===== src/rtl/mem_arb_pkg.sv =====
// Shared definitions for the memory arbiter: FSM state encoding, owner codes,
// default line size and a small owner-to-grant helper.
package mem_arb_pkg;

  typedef enum logic [1:0] {
    ARB_IDLE  = 2'd0,
    ARB_BURST = 2'd1,
    ARB_DONE  = 2'd2
  } arb_state_t;

  localparam logic OWN_I = 1'b0;
  localparam logic OWN_D = 1'b1;

  localparam int LINE_WORDS_DEF = 8;

  // One-hot grant vector for an owner code: bit0 = I, bit1 = D.
  function automatic logic [1:0] owner_onehot(input logic owner);
    return (owner == OWN_D) ? 2'b10 : 2'b01;
  endfunction

endpackage


===== src/rtl/mem_arb_pick.sv =====
// Combinational grant selection between the I and D requesters.
// Default: fixed priority, D over I.
// With MEM_ARB_RR_EN defined: on a tie the requester not served last wins.
module mem_arb_pick
  import mem_arb_pkg::*;
(
  input  logic i_req,
  input  logic d_req,
  input  logic last_owner,
  output logic any_req,
  output logic pick
);

  // Pick the winning owner among the active requests.
  always_comb begin
    any_req = i_req | d_req;
`ifdef MEM_ARB_RR_EN
    if (i_req && d_req) begin
      pick = ~last_owner;
    end else begin
      pick = d_req ? OWN_D : OWN_I;
    end
`else
    pick = d_req ? OWN_D : OWN_I;
`endif
  end

`ifndef MEM_ARB_RR_EN
  // History has no influence on a fixed-priority pick.
  logic unused_last_owner;
  assign unused_last_owner = last_owner;
`endif

endmodule


===== src/rtl/mem_arbiter.sv =====
// Main-memory arbiter between the I-cache refill path and the D-cache
// refill/writeback path. Moves one LINE_WORDS-beat burst at a time.
// Optional round-robin arbitration: define MEM_ARB_RR_EN.
module mem_arbiter
  import mem_arb_pkg::*;
#(
  parameter int LINE_WORDS = LINE_WORDS_DEF,
  parameter int ADDR_W     = 32
) (
  input  logic              clk,
  input  logic              rst_n,
  input  logic              i_req,
  input  logic [ADDR_W-1:0] i_addr,
  output logic [31:0]       i_rdata,
  output logic              i_rvalid,
  output logic              i_done,
  input  logic              d_req,
  input  logic              d_we,
  input  logic [ADDR_W-1:0] d_addr,
  input  logic [31:0]       d_wdata,
  output logic              d_wnext,
  output logic [31:0]       d_rdata,
  output logic              d_rvalid,
  output logic              d_done,
  output logic              mem_en,
  output logic              mem_we,
  output logic [ADDR_W-1:0] mem_addr,
  output logic [31:0]       mem_din,
  input  logic [31:0]       mem_dout,
  input  logic              mem_ack,
  output logic [1:0]        gnt
);

  localparam int BEAT_W = $clog2(LINE_WORDS);
  localparam int OFF_W  = BEAT_W + 2;
  localparam int BASE_W = ADDR_W - OFF_W;
  localparam logic [BEAT_W-1:0] LAST_BEAT = BEAT_W'(LINE_WORDS - 1);

  arb_state_t          state_reg, state_next;
  logic                owner_reg, owner_next;
  logic                we_reg, we_next;
  logic [BASE_W-1:0]   base_reg, base_next;
  logic [BEAT_W-1:0]   beat_reg, beat_next;
  logic [31:0]         i_rdata_reg, d_rdata_reg;
  logic                i_rvalid_reg, d_rvalid_reg;
  logic                last_owner;
  logic                any_req;
  logic                pick;
  logic                in_burst;
  logic                beat_ack;

  mem_arb_pick u_pick (
    .i_req      (i_req),
    .d_req      (d_req),
    .last_owner (last_owner),
    .any_req    (any_req),
    .pick       (pick)
  );

`ifdef MEM_ARB_RR_EN
  logic last_owner_reg;
  // Remember the most recent grant so that ties alternate; starts at D so I wins the first tie.
  always_ff @(posedge clk or negedge rst_n) begin
    if (!rst_n) begin
      last_owner_reg <= OWN_D;
    end else if (state_reg == ARB_IDLE && any_req) begin
      last_owner_reg <= pick;
    end
  end
  assign last_owner = last_owner_reg;
`else
  assign last_owner = OWN_D;
`endif

  // Offset bits inside a line are implied by the beat counter.
  logic unused_offset_bits;
  assign unused_offset_bits = ^{i_addr[OFF_W-1:0], d_addr[OFF_W-1:0]};

  assign in_burst = (state_reg == ARB_BURST);
  assign beat_ack = in_burst && mem_ack;

  // FSM and burst-context registers; a reset abandons any burst in flight.
  always_ff @(posedge clk or negedge rst_n) begin
    if (!rst_n) begin
      state_reg <= ARB_IDLE;
      owner_reg <= OWN_I;
      we_reg    <= 1'b0;
      base_reg  <= '0;
      beat_reg  <= '0;
    end else begin
      state_reg <= state_next;
      owner_reg <= owner_next;
      we_reg    <= we_next;
      base_reg  <= base_next;
      beat_reg  <= beat_next;
    end
  end

  // Next-state logic: latch the request in IDLE, count acked beats in BURST, one DONE cycle.
  always_comb begin
    state_next = state_reg;
    owner_next = owner_reg;
    we_next    = we_reg;
    base_next  = base_reg;
    beat_next  = beat_reg;
    case (state_reg)
      ARB_IDLE: begin
        if (any_req) begin
          owner_next = pick;
          we_next    = (pick == OWN_D) && d_we;
          base_next  = (pick == OWN_D) ? d_addr[ADDR_W-1:OFF_W] : i_addr[ADDR_W-1:OFF_W];
          beat_next  = '0;
          state_next = ARB_BURST;
        end
      end
      ARB_BURST: begin
        if (mem_ack) begin
          if (beat_reg == LAST_BEAT) begin
            state_next = ARB_DONE;
          end else begin
            beat_next = beat_reg + BEAT_W'(1);
          end
        end
      end
      ARB_DONE: begin
        state_next = ARB_IDLE;
      end
      default: begin
        state_next = ARB_IDLE;
      end
    endcase
  end

  // Read data returns to the owner one cycle after the memory acknowledges the beat.
  always_ff @(posedge clk or negedge rst_n) begin
    if (!rst_n) begin
      i_rdata_reg  <= '0;
      d_rdata_reg  <= '0;
      i_rvalid_reg <= 1'b0;
      d_rvalid_reg <= 1'b0;
    end else begin
      i_rvalid_reg <= beat_ack && !we_reg && (owner_reg == OWN_I);
      d_rvalid_reg <= beat_ack && !we_reg && (owner_reg == OWN_D);
      if (beat_ack && !we_reg) begin
        if (owner_reg == OWN_I) begin
          i_rdata_reg <= mem_dout;
        end else begin
          d_rdata_reg <= mem_dout;
        end
      end
    end
  end

  assign mem_en   = in_burst;
  assign mem_we   = in_burst && we_reg;
  assign mem_addr = in_burst ? {base_reg, beat_reg, 2'b00} : '0;
  assign mem_din  = (in_burst && we_reg) ? d_wdata : '0;
  assign d_wnext  = beat_ack && we_reg;

  assign i_rdata  = i_rdata_reg;
  assign d_rdata  = d_rdata_reg;
  assign i_rvalid = i_rvalid_reg;
  assign d_rvalid = d_rvalid_reg;
  assign i_done   = (state_reg == ARB_DONE) && (owner_reg == OWN_I);
  assign d_done   = (state_reg == ARB_DONE) && (owner_reg == OWN_D);
  assign gnt      = (state_reg == ARB_IDLE) ? 2'b00 : owner_onehot(owner_reg);

endmodule


===== config.mk =====
export PLATFORM = sky130hd
export DESIGN_NAME = mem_arbiter
export DESIGN_NICKNAME = d
export VERILOG_FILES = /design/src/rtl/mem_arb_pkg.sv /design/src/rtl/mem_arb_pick.sv /design/src/rtl/mem_arbiter.sv
export SDC_FILE = /design/constraint.sdc
export NUM_CORES = 1
export LEC_CHECK = 0
export BUFFER_PORTS_ARGS = -buffer_cell sky130_fd_sc_hd__clkbuf_2
export CAP_MARGIN = 20
export CORE_MARGIN = 5
export CORE_UTILIZATION = 40
export CTS_CLUSTER_DIAMETER = 120
export CTS_CLUSTER_SIZE = 30
export DETAILED_ROUTE_END_ITERATION = 10
export HOLD_SLACK_MARGIN = 0.08
export PLACE_DENSITY = 0.81
export SLEW_MARGIN = 15
export SYNTH_ARGS = -nofsm -noshare
export SYNTH_HDL_FRONTEND = slang
export SYNTH_SLANG_ARGS = --single-unit

===== constraint.sdc =====
create_clock -name clk -period 3.4 [get_ports clk]
set_input_delay 0.68 -clock clk [delete_from_list [all_inputs] [get_ports clk]]
set_output_delay 0.68 -clock clk [all_outputs]
set_load 0.05 [all_outputs]

==> results.py <==
metrics = {
    "sta": {
        "final.period_utilization": 0.826,
        "post-route-min-period_ns": 2.81,
        "setup_viol": 0,
        "drv_slew": 0,
        "fmax_mhz": 356,
        "hold_viol_final": 0,
        "rsz0062_at_grt": "no",
        "tns_ns": 0,
        "slew_headroom": 0.353,
        "layout_setup_ws_ns": 0.591,
        "skew_ns": 0.00674,
        "worstMarginPinSlew_ns": 0.971,
    },
    "logic_synthesis": {
        "syn_area_per_cell_sq_um": 12.4,
        "ys_ff_latch": 100,
        "synth_area_sq_um": 4580,
        "yosys_warnings": 0,
        "synthTopCellsByCount": "dfrtp_1, mux2_2, and3_1",
        "synth-edff-count": 0,
        "synth_ff_type": "dfrtp_1",
        "ys_seq_area_frac": 0.547,
        "syn_inst": 369,
        "synth_area_leaders": "dfrtp_1, mux2_2, mux2_1",
        "synth.distinct_cells": 28,
        "synth.most_common_cell": "dfrtp_1",
        "ys_async_sr_fraction": 1.00,
        "yosysTopAreaCell": "dfrtp_1",
        "synth_top_area_frac": 0.547,
    },
    "detailed_routing": {
        "met3WireLength_um": 1150,
        "wl_um": 12300,
        "met2WireLength_um": 5980,
        "maxUsedRoutingLayer": "met4",
        "first_pass_iters": 4,
        "postRouteAntennaNets": 0,
        "post_drt_wl_per_cell_um": 16.3,
        "first_iter_violations": 216,
        "drc": 0,
        "vias": 3788,
        "viasPerCell": 5.00,
        "met1Wirelength_um": 5070,
    },
    "place": {
        "gp_congestion": 0.803,
        "placed_cells": 742,
        "port_buffers": 258,
        "dp_hpwl_um": 9490,
        "place_ws_ns": 0.843,
    },
    "layout": {
        "n_antenna_cell": 0,
        "fillerInstances": 979,
        "stdcell_count": 758,
        "post-route-util": 0.550,
        "area_growth_pct": 35.9,
        "seqCellArea_sq_um": 2500,
        "multi_input_area_sq_um": 1910,
        "final_nets": 746,
        "drive_above_1_share": 0.519,
    },
    "status": {
        "outcome": "completed",
    },
    "worst_hold_path": {
        "min_path_type": "input port to async pin",
    },
    "floorplan": {
        "placementRows": 39,
        "fp.dieW_um": 117,
        "coreArea_sq_um": 11300,
        "die_y_um": 117,
        "ioPinCount": 271,
        "initial_core_util": 0.404,
        "die-area_sq_um": 13700,
    },
    "setup_path": {
        "start_kind": "flip-flop",
        "end_kind": "output pin",
        "required_ns": 2.72,
        "path_max_fanout": 51,
        "crit_arrival_ns": 2.13,
        "critPathKind": "flip-flop to output pin",
        "rr_worst_depth": 4,
    },
    "global_routing": {
        "grt_usage": 0.179,
        "grt-ovfl-total": 0,
        "grt_first_pass_wirelength_um": 19300,
        "grt_pass1_vias": 3869,
        "grt_start_max_net_pins": 60,
        "antenna_found_initial": 0,
    },
    "clocking": {
        "cts_sinks": 100,
        "cts_buffer_depth": 2,
        "cts.repair.resized": 0,
        "root_buffer": "clkbuf_16",
        "htree_num_levels": 3,
        "postCtsHoldBufs": 0,
        "clkLatencyLatePin_ns": 0.33,
        "numCtsBuffers": 9,
        "cts_setup_buffers": 0,
        "cts_tree": "built",
        "clk_pin_slew_ns": 0.07,
    },
    "flow_run": {
        "max-cap-violations": 0,
    },
}
-- cell usage in the layout (no fill, tap or decap), drive strengths merged, types with 3 or more instances in the layout --
cell type	count
and3	34
and2	31
mux2i	27
clkbuf	269
buf	6
a21oi	28
a31oi	27
mux2	65
nand2	5
dfrtp	100
a22o	3
-- cell families (layout without fill, tap and decap cells) --
family          count (synthesis)  count (layout)  share of synthesized area
other cells                     1               2                   0.000819
flops                         100             100                      0.547
compound gates                 59              59                     0.0754
mux                            92              92                      0.219
buf+inv                        35             280                     0.0383
fa+ha+maj                       2               2                    0.00547
simple gates                   80              80                      0.115
-- final timing paths --
path                       slack [ns]                     start                 endpoint
max in group asynchronous        2.28                     rst_n  d_rdata[31]$_DFFE_PN0P_
min in group clk                 0.49   i_rdata[13]$_DFFE_PN0P_  i_rdata[13]$_DFFE_PN0P_
max                              0.59  state_reg[0]$_DFFE_PN0P_              mem_din[18]
max reg2reg                      0.87  state_reg[0]$_DFFE_PN0P_  d_rdata[27]$_DFFE_PN0P_
min                              0.42                     rst_n  base_reg[7]$_DFFE_PN0P_
min reg2reg                      0.49   i_rdata[13]$_DFFE_PN0P_  i_rdata[13]$_DFFE_PN0P_
-- per-stage QoR --
step,instance area [sq um],hold WS [ns]
after floorplan,4580,0.384
after global placement,5940,0.467
after detailed placement,5940,0.476
after CTS,6220,0.436
after global routing,6220,0.490
final,6220,0.423
-- cell type report --
class	count	area share
flip-flops and latches	100	0.402
multi-input cells	235	0.307
repair buffers	263	0.216
clock buffers	12	0.0396
well taps	143	0.0288
clock inverters	4	0.00543
inverters	1	0.000603
-- critical path: stages (launching register included) --
cell,delay (ns)
dfrtp_1,0.45
nor2b_4,0.39
buf_4,0.43
and3_1,0.23
clkbuf_2,0.29
-- routing by layer --
metal | vias up | global-route usage
met1 | 1797 | 0.235
met5 | - | 0
met4 | 0 | 0.0604
met3 | 10 | 0.0432
met2 | 175 | 0.293
li1 | 1806 | -
Power is not shown: default switching activity piles up to over one toggle a cycle in this logic, so the estimate is an artifact.
